===== src/rtl/alu_pkg.sv =====
// Shared opcode constants, scheduler state encoding and latched-request layout
// for the alu scheduler slice.
package alu_pkg;

  localparam logic [2:0] ALU_PLUS   = 3'd0;
  localparam logic [2:0] ALU_MINUS  = 3'd1;
  localparam logic [2:0] ALU_AND    = 3'd2;
  localparam logic [2:0] ALU_OR     = 3'd3;
  localparam logic [2:0] ALU_NOT    = 3'd4;
  localparam logic [2:0] ALU_OP_MAX = 3'd4;

  typedef enum logic [1:0] {
    IDLE = 2'd0,
    EXEC = 2'd1,
    RESP = 2'd2
  } sched_state_t;

  typedef struct packed {
    logic [2:0] op;
    logic [7:0] a;
    logic [7:0] b;
  } alu_req_t;

  function automatic logic op_legal(input logic [2:0] op);
    return (op <= ALU_OP_MAX);
  endfunction

endpackage


===== src/rtl/alu.sv =====
// Purpose: 8-bit combinational alu; co is bit 8 of the 9-bit add/sub result.
// Latency: combinational, zero cycles.
// Backpressure: none, pure function of its inputs.
module alu
  import alu_pkg::*;
(
  input  logic [2:0] op,
  input  logic [7:0] a,
  input  logic [7:0] b,
  output logic [7:0] y,
  output logic       co
);

  logic [8:0] res9;

  always_comb begin
    res9 = '0;
    case (op)
      ALU_PLUS:  res9 = {1'b0, a} + {1'b0, b};
      ALU_MINUS: res9 = {1'b0, a} - {1'b0, b};
      ALU_AND:   res9 = {1'b0, a & b};
      ALU_OR:    res9 = {1'b0, a | b};
      ALU_NOT:   res9 = {1'b0, ~a};
      default:   res9 = '0;
    endcase
    y  = res9[7:0];
    co = res9[8];
  end

endmodule


===== src/rtl/rr_arbiter.sv =====
// Purpose: round-robin pick; search starts one past ptr and wraps, first set bit wins.
// Latency: combinational, zero cycles.
// Backpressure: none; caller decides whether the grant is consumed.
module rr_arbiter #(
  parameter int NREQ = 4,
  parameter int IDW  = 2
) (
  input  logic [NREQ-1:0] req,
  input  logic [IDW-1:0]  ptr,
  output logic [NREQ-1:0] gnt,
  output logic [IDW-1:0]  gnt_idx,
  output logic            gnt_any
);

  logic [IDW-1:0] k;

  always_comb begin
    gnt     = '0;
    gnt_idx = '0;
    gnt_any = 1'b0;
    k       = '0;
    for (int i = 1; i <= NREQ; i++) begin
      k = IDW'((int'(ptr) + i) % NREQ);
      if (!gnt_any && req[k]) begin
        gnt_any = 1'b1;
        gnt[k]  = 1'b1;
        gnt_idx = k;
      end
    end
  end

endmodule


===== src/rtl/alu_sched.sv =====
// Purpose: round-robin share of one alu among NREQ requesters; ALU_FLAGS_EN adds rsp_flags {carry, zero}.
// Latency: request accepted at T -> rsp_valid at T+2; one request in flight, accept only in IDLE.
// Backpressure: rsp_* held while rsp_ready low; req_ready stays 0 until the response is taken.
module alu_sched
  import alu_pkg::*;
#(
  parameter int NREQ = 4,
  parameter int IDW  = 2
) (
  input  logic              clk,
  input  logic              rst_n,
  input  logic [NREQ-1:0]   req_valid,
  output logic [NREQ-1:0]   req_ready,
  input  logic [3*NREQ-1:0] req_opcode,
  input  logic [8*NREQ-1:0] req_a,
  input  logic [8*NREQ-1:0] req_b,
  output logic              rsp_valid,
  input  logic              rsp_ready,
  output logic [IDW-1:0]    rsp_id,
  output logic [7:0]        rsp_data,
  output logic              rsp_err
`ifdef ALU_FLAGS_EN
  ,
  output logic [1:0]        rsp_flags
`endif
);

  sched_state_t   state_q, state_d;
  logic [IDW-1:0] ptr_q;
  alu_req_t       op_q;
  alu_req_t       sel;

  logic [NREQ-1:0] gnt;
  logic [IDW-1:0]  gnt_idx;
  logic            gnt_any;
  logic [7:0]      alu_y;
  logic            alu_co;
  logic            op_ok;

  rr_arbiter #(
    .NREQ (NREQ),
    .IDW  (IDW)
  ) u_arb (
    .req     (req_valid),
    .ptr     (ptr_q),
    .gnt     (gnt),
    .gnt_idx (gnt_idx),
    .gnt_any (gnt_any)
  );

  alu u_alu (
    .op (op_q.op),
    .a  (op_q.a),
    .b  (op_q.b),
    .y  (alu_y),
    .co (alu_co)
  );

  assign op_ok = op_legal(op_q.op);

  always_comb begin
    sel = '0;
    for (int i = 0; i < NREQ; i++) begin
      if (gnt[i]) sel = {req_opcode[3*i +: 3], req_a[8*i +: 8], req_b[8*i +: 8]};
    end
  end

  always_ff @(posedge clk or negedge rst_n) begin
    if (!rst_n) state_q <= IDLE;
    else        state_q <= state_d;
  end

  // req_ready is gated by rst_n so no grant is ever advertised while in reset.
  always_comb begin
    state_d   = state_q;
    req_ready = '0;
    case (state_q)
      IDLE: begin
        if (rst_n) req_ready = gnt;
        if (gnt_any) state_d = EXEC;
      end
      EXEC:    state_d = RESP;
      RESP:    if (rsp_ready) state_d = IDLE;
      default: state_d = IDLE;
    endcase
  end

  // ptr_q doubles as the latched requester id: it only moves on a grant.
  always_ff @(posedge clk or negedge rst_n) begin
    if (!rst_n) begin
      op_q      <= '0;
      ptr_q     <= IDW'(NREQ - 1);
      rsp_valid <= 1'b0;
      rsp_id    <= '0;
      rsp_data  <= '0;
      rsp_err   <= 1'b0;
    end else begin
      case (state_q)
        IDLE: begin
          if (gnt_any) begin
            op_q  <= sel;
            ptr_q <= gnt_idx;
          end
        end
        EXEC: begin
          rsp_data  <= op_ok ? alu_y : 8'h00;
          rsp_err   <= ~op_ok;
          rsp_id    <= ptr_q;
          rsp_valid <= 1'b1;
        end
        RESP: begin
          if (rsp_ready) rsp_valid <= 1'b0;
        end
        default: ;
      endcase
    end
  end

`ifdef ALU_FLAGS_EN
  always_ff @(posedge clk or negedge rst_n) begin
    if (!rst_n) begin
      rsp_flags <= 2'b00;
    end else if (state_q == EXEC) begin
      rsp_flags <= {op_ok & alu_co, op_ok & (alu_y == 8'h00)};
    end
  end
`else
  logic unused_co;
  assign unused_co = alu_co;
`endif

endmodule

===== config.mk =====
export PLATFORM = sky130hd
export DESIGN_NAME = alu_sched
export DESIGN_NICKNAME = d
export VERILOG_FILES = /design/src/rtl/alu_pkg.sv /design/src/rtl/alu.sv /design/src/rtl/rr_arbiter.sv /design/src/rtl/alu_sched.sv
export SDC_FILE = /design/constraint.sdc
export NUM_CORES = 1
export LEC_CHECK = 0
export BUFFER_PORTS_ARGS = -buffer_cell sky130_fd_sc_hd__buf_2
export CORE_ASPECT_RATIO = 1.75
export CORE_UTILIZATION = 45
export CTS_CLUSTER_SIZE = 24
export DETAILED_ROUTE_END_ITERATION = 10
export PLACE_DENSITY = 0.7
export SYNTH_ARGS = -nofsm -noshare
export SYNTH_HDL_FRONTEND = slang
export SYNTH_SLANG_ARGS = --single-unit

===== constraint.sdc =====
create_clock -name clk -period 3.7 [get_ports clk]
set_input_delay 0.185 -clock clk [delete_from_list [all_inputs] [get_ports clk]]
set_output_delay 0.185 -clock clk [all_outputs]
set_load 0.03 [all_outputs]

==> out/qor.yml <==
cap_violations: 0
reg2reg_setup_slack_ns: 0.27
drtIter0Drc: 188
cts_resized: 0
io_pins: 99
root_buffer: "clkbuf_16"
wl_per_cell_um: 18.1
antenna_found_initial: 0
drive_above_1_share_pct: 39.8
synth_cell_types: 47
synthCells: 320
overflow: 0
clkTransAtPathRegs_ns: 0.06
cts_sinks: 35
fin_crit_sh_pct: 95.7
min_path_type: "in -> reg"
initial_core_util_pct: 46.7
cp_slowest_cell: "dfstp_2"
crit_type: "reg -> out"
path_buf_inv: 3
antenna_left: 0
worst_setup_path_start_kind: "flop"
crit_required_ns: 3.51
drc: 0
place_hpwl_um: 7110
syn-cell-area_um2: 3050
num_antenna_cells: 0
critPathMaxFanout: 20
core_area_um2: 6540
area_growth_pct: 27.8
ys_ff_latch: 35
cp.arrival_ns: 3.36
grt_pass1_vias: 3220
h-tree-depth: 2
nNetsFinal: 528
fin_crit_ns: 3.54
slew_headroom_pct: 33.6
grt_max_degree: 37
synth-edff-count: 0
ys.flop_type: "dfrtp_1"
finClkSkew_ns: 0.00706
dieWidth_um: 64.2
via_per_inst: 5.98
numCtsBuffers: 5
route.vias.total: 3046
fill_cells: 619
cts_max_path_buffers: 2
finalHoldViolCount: 0
status: "finished clean"
tritoncts: "yes"
synth_warnings: 0
tightest_slew_ns: 0.994
rsz0062_at_grt: "false"
async_flop_share_pct: 100
fin_setup_tns_ns: 0
gp_congestion: 0.919
syn_area_per_cell_um2: 9.53
syn-num-nets: 422
io_buffers: 98
row_count: 39
slowest_delay_ns: 0.63
crit_family: "simple AND/OR/NAND/NOR gates"
grt_pass1_wl_um: 15200
grt_usage_pct: 27.5
die_area_um2: 7120
cp_cell_sequence: "inv_1, ha_1, mux4_2, or3_4, nor2b_4, a22oi_1, buf_4, nor2_1, buf_2"
die_h_um: 111
slew_viol_final: 0
drt_pass1_iterations: 4
worst_skew_pair.late_latency_ns: 0.28
cp-end-kind: "output pin"
seq_area_frac_synth_pct: 28.8
wirelength_um: 9240
max_freq_mhz: 282
setup_viol: 0
## worst register-to-register path, stage by stage, from the launching register on
cell       delay [ns]
dfstp_2          0.63
inv_1            0.14
ha_1             0.41
mux4_2           0.56
or3_4            0.42
nor2b_4          0.24
o2bb2ai_4        0.18
buf_12           0.14
nor2_8           0.05
buf_4            0.22
a221oi_2         0.24
o21ai_1          0.10
## cells by family after synthesis
logic type	Yosys count	synth area share [%]
XOR/XNOR	8	2.30
buffers and inverters	33	4.96
AO/OA/AOI/OAI	120	34.2
AND/OR/NAND/NOR	89	14.6
adder cells (fa/ha/maj)	26	10.3
multiplexers	9	4.72
flip-flops	35	28.8
## sequential cells by signal, indices dropped and copies added (netlist names)
signal,flops
rsp_id,2
op_q,19
state_q,2
ptr_q,2
rsp_err,1
rsp_valid,1
rsp_data,8
## final cells by class
type | instances | area (um2) | share of cell area [%]
Multi-Input combinational cell | 252 | 2020 | 51.9
Sequential cell | 35 | 878 | 22.5
Timing Repair Buffer | 118 | 668 | 17.1
Clock buffer | 5 | 125 | 3.21
Tap cell | 82 | 103 | 2.63
Inverter | 14 | 52.6 | 1.35
Clock inverter | 3 | 47.5 | 1.22
## metal layers
| layer | vias up | share of wire (%) | global-route usage, % |
|---|---|---|---|
| met3 | 40 | 3.9 | 3.81 |
| li1 | 1434 | - | - |
| met5 | - | 0 | 0 |
| met1 | 1458 | 36 | 27.9 |
| met4 | 0 | 5.0 | 16.3 |
| met2 | 114 | 55 | 51.3 |
## repair_timing
action,4_1_cts,5_1_grt
hold endpoints to repair,33,0
hold buffers,1,0
gates cloned,0,0
buffers inserted,2,5
pin swaps,1,1
setup endpoints to repair,1,11
## placed cells by master, fill, tap and decap left out, types with 7 or more instances in the layout
cell type,netlist,final
a21oi_1,11,11
maj3_1,7,7
o21ai_1,11,10
xnor2_1,7,7
a221oi_2,20,20
o41ai_2,9,9
a22oi_1,11,11
ha_1,18,18
buf_2,4,98
buf_4,0,17
o21ai_0,30,30
nor3_1,13,13
dfrtp_1,33,33
inv_1,14,14
nand2_1,22,22
nor2_1,28,28
nor2b_1,8,8
## cell usage after synthesis (2+ instances only)
cell type / n / area (um2)
a22oi_1: 11 / 82.6
nor2_1: 28 / 105
maj3_1: 7 / 70.1
xnor2_1: 7 / 61.3
o221ai_1: 5 / 43.8
nand2_1: 22 / 82.6
a221o_1: 3 / 30.0
o41ai_2: 9 / 146
a21oi_1: 11 / 55.1
o21a_1: 6 / 45.0
buf_6: 3 / 33.8
nor3_1: 13 / 65.1
a21boi_0: 2 / 15.0
or3_1: 3 / 18.8
o21ai_0: 30 / 150
clkbuf_1: 12 / 45.0
mux2_2: 3 / 33.8
buf_2: 4 / 20.0
dfrtp_1: 33 / 826
ha_1: 18 / 225
dfstp_2: 2 / 52.6
nor2b_1: 8 / 50.1
mux4_2: 4 / 90.1
a221oi_1: 3 / 26.3
mux2i_1: 2 / 20.0
a31oi_1: 3 / 18.8
inv_1: 14 / 52.6
o21ai_1: 11 / 55.1
nor3b_1: 2 / 15.0
nand2b_1: 5 / 31.3
a221oi_2: 20 / 300
## path summary, 6_finish.rpt
kind	startpoint	end	cells past startpoint
max reg2reg	ptr_q[1]$_DFFE_PN1P_	op_q[5]$_DFFE_PN0P_	11
max	ptr_q[1]$_DFFE_PN1P_	req_ready[2]	9
min	rsp_ready	state_q[1]$_DFFE_PN0P_	2
max in group asynchronous	rst_n	ptr_q[0]$_DFFE_PN1P_	3
min reg2reg	rsp_err$_DFFE_PN0P_	rsp_err$_DFFE_PN0P_	2
min in group asynchronous	rst_n	op_q[4]$_DFFE_PN0P_	3
## through the flow
step	setup WS, ns	hold slack [ns]	utilization, %	area (um2)	std cells
after CTS	0.0190	0.115	58.9	3850	504
after detailed placement	0.0833	0.262	55.6	3640	493
after floorplan	0.234	-0.111	-	3050	320
final	0.158	0.114	59.6	3900	509
after global placement	0.225	0.260	55.6	3640	493
after global routing	0.000432	0.136	59.6	3900	509
Power is not shown: default switching activity piles up to over one toggle a cycle in this logic, so the estimate is an artifact.
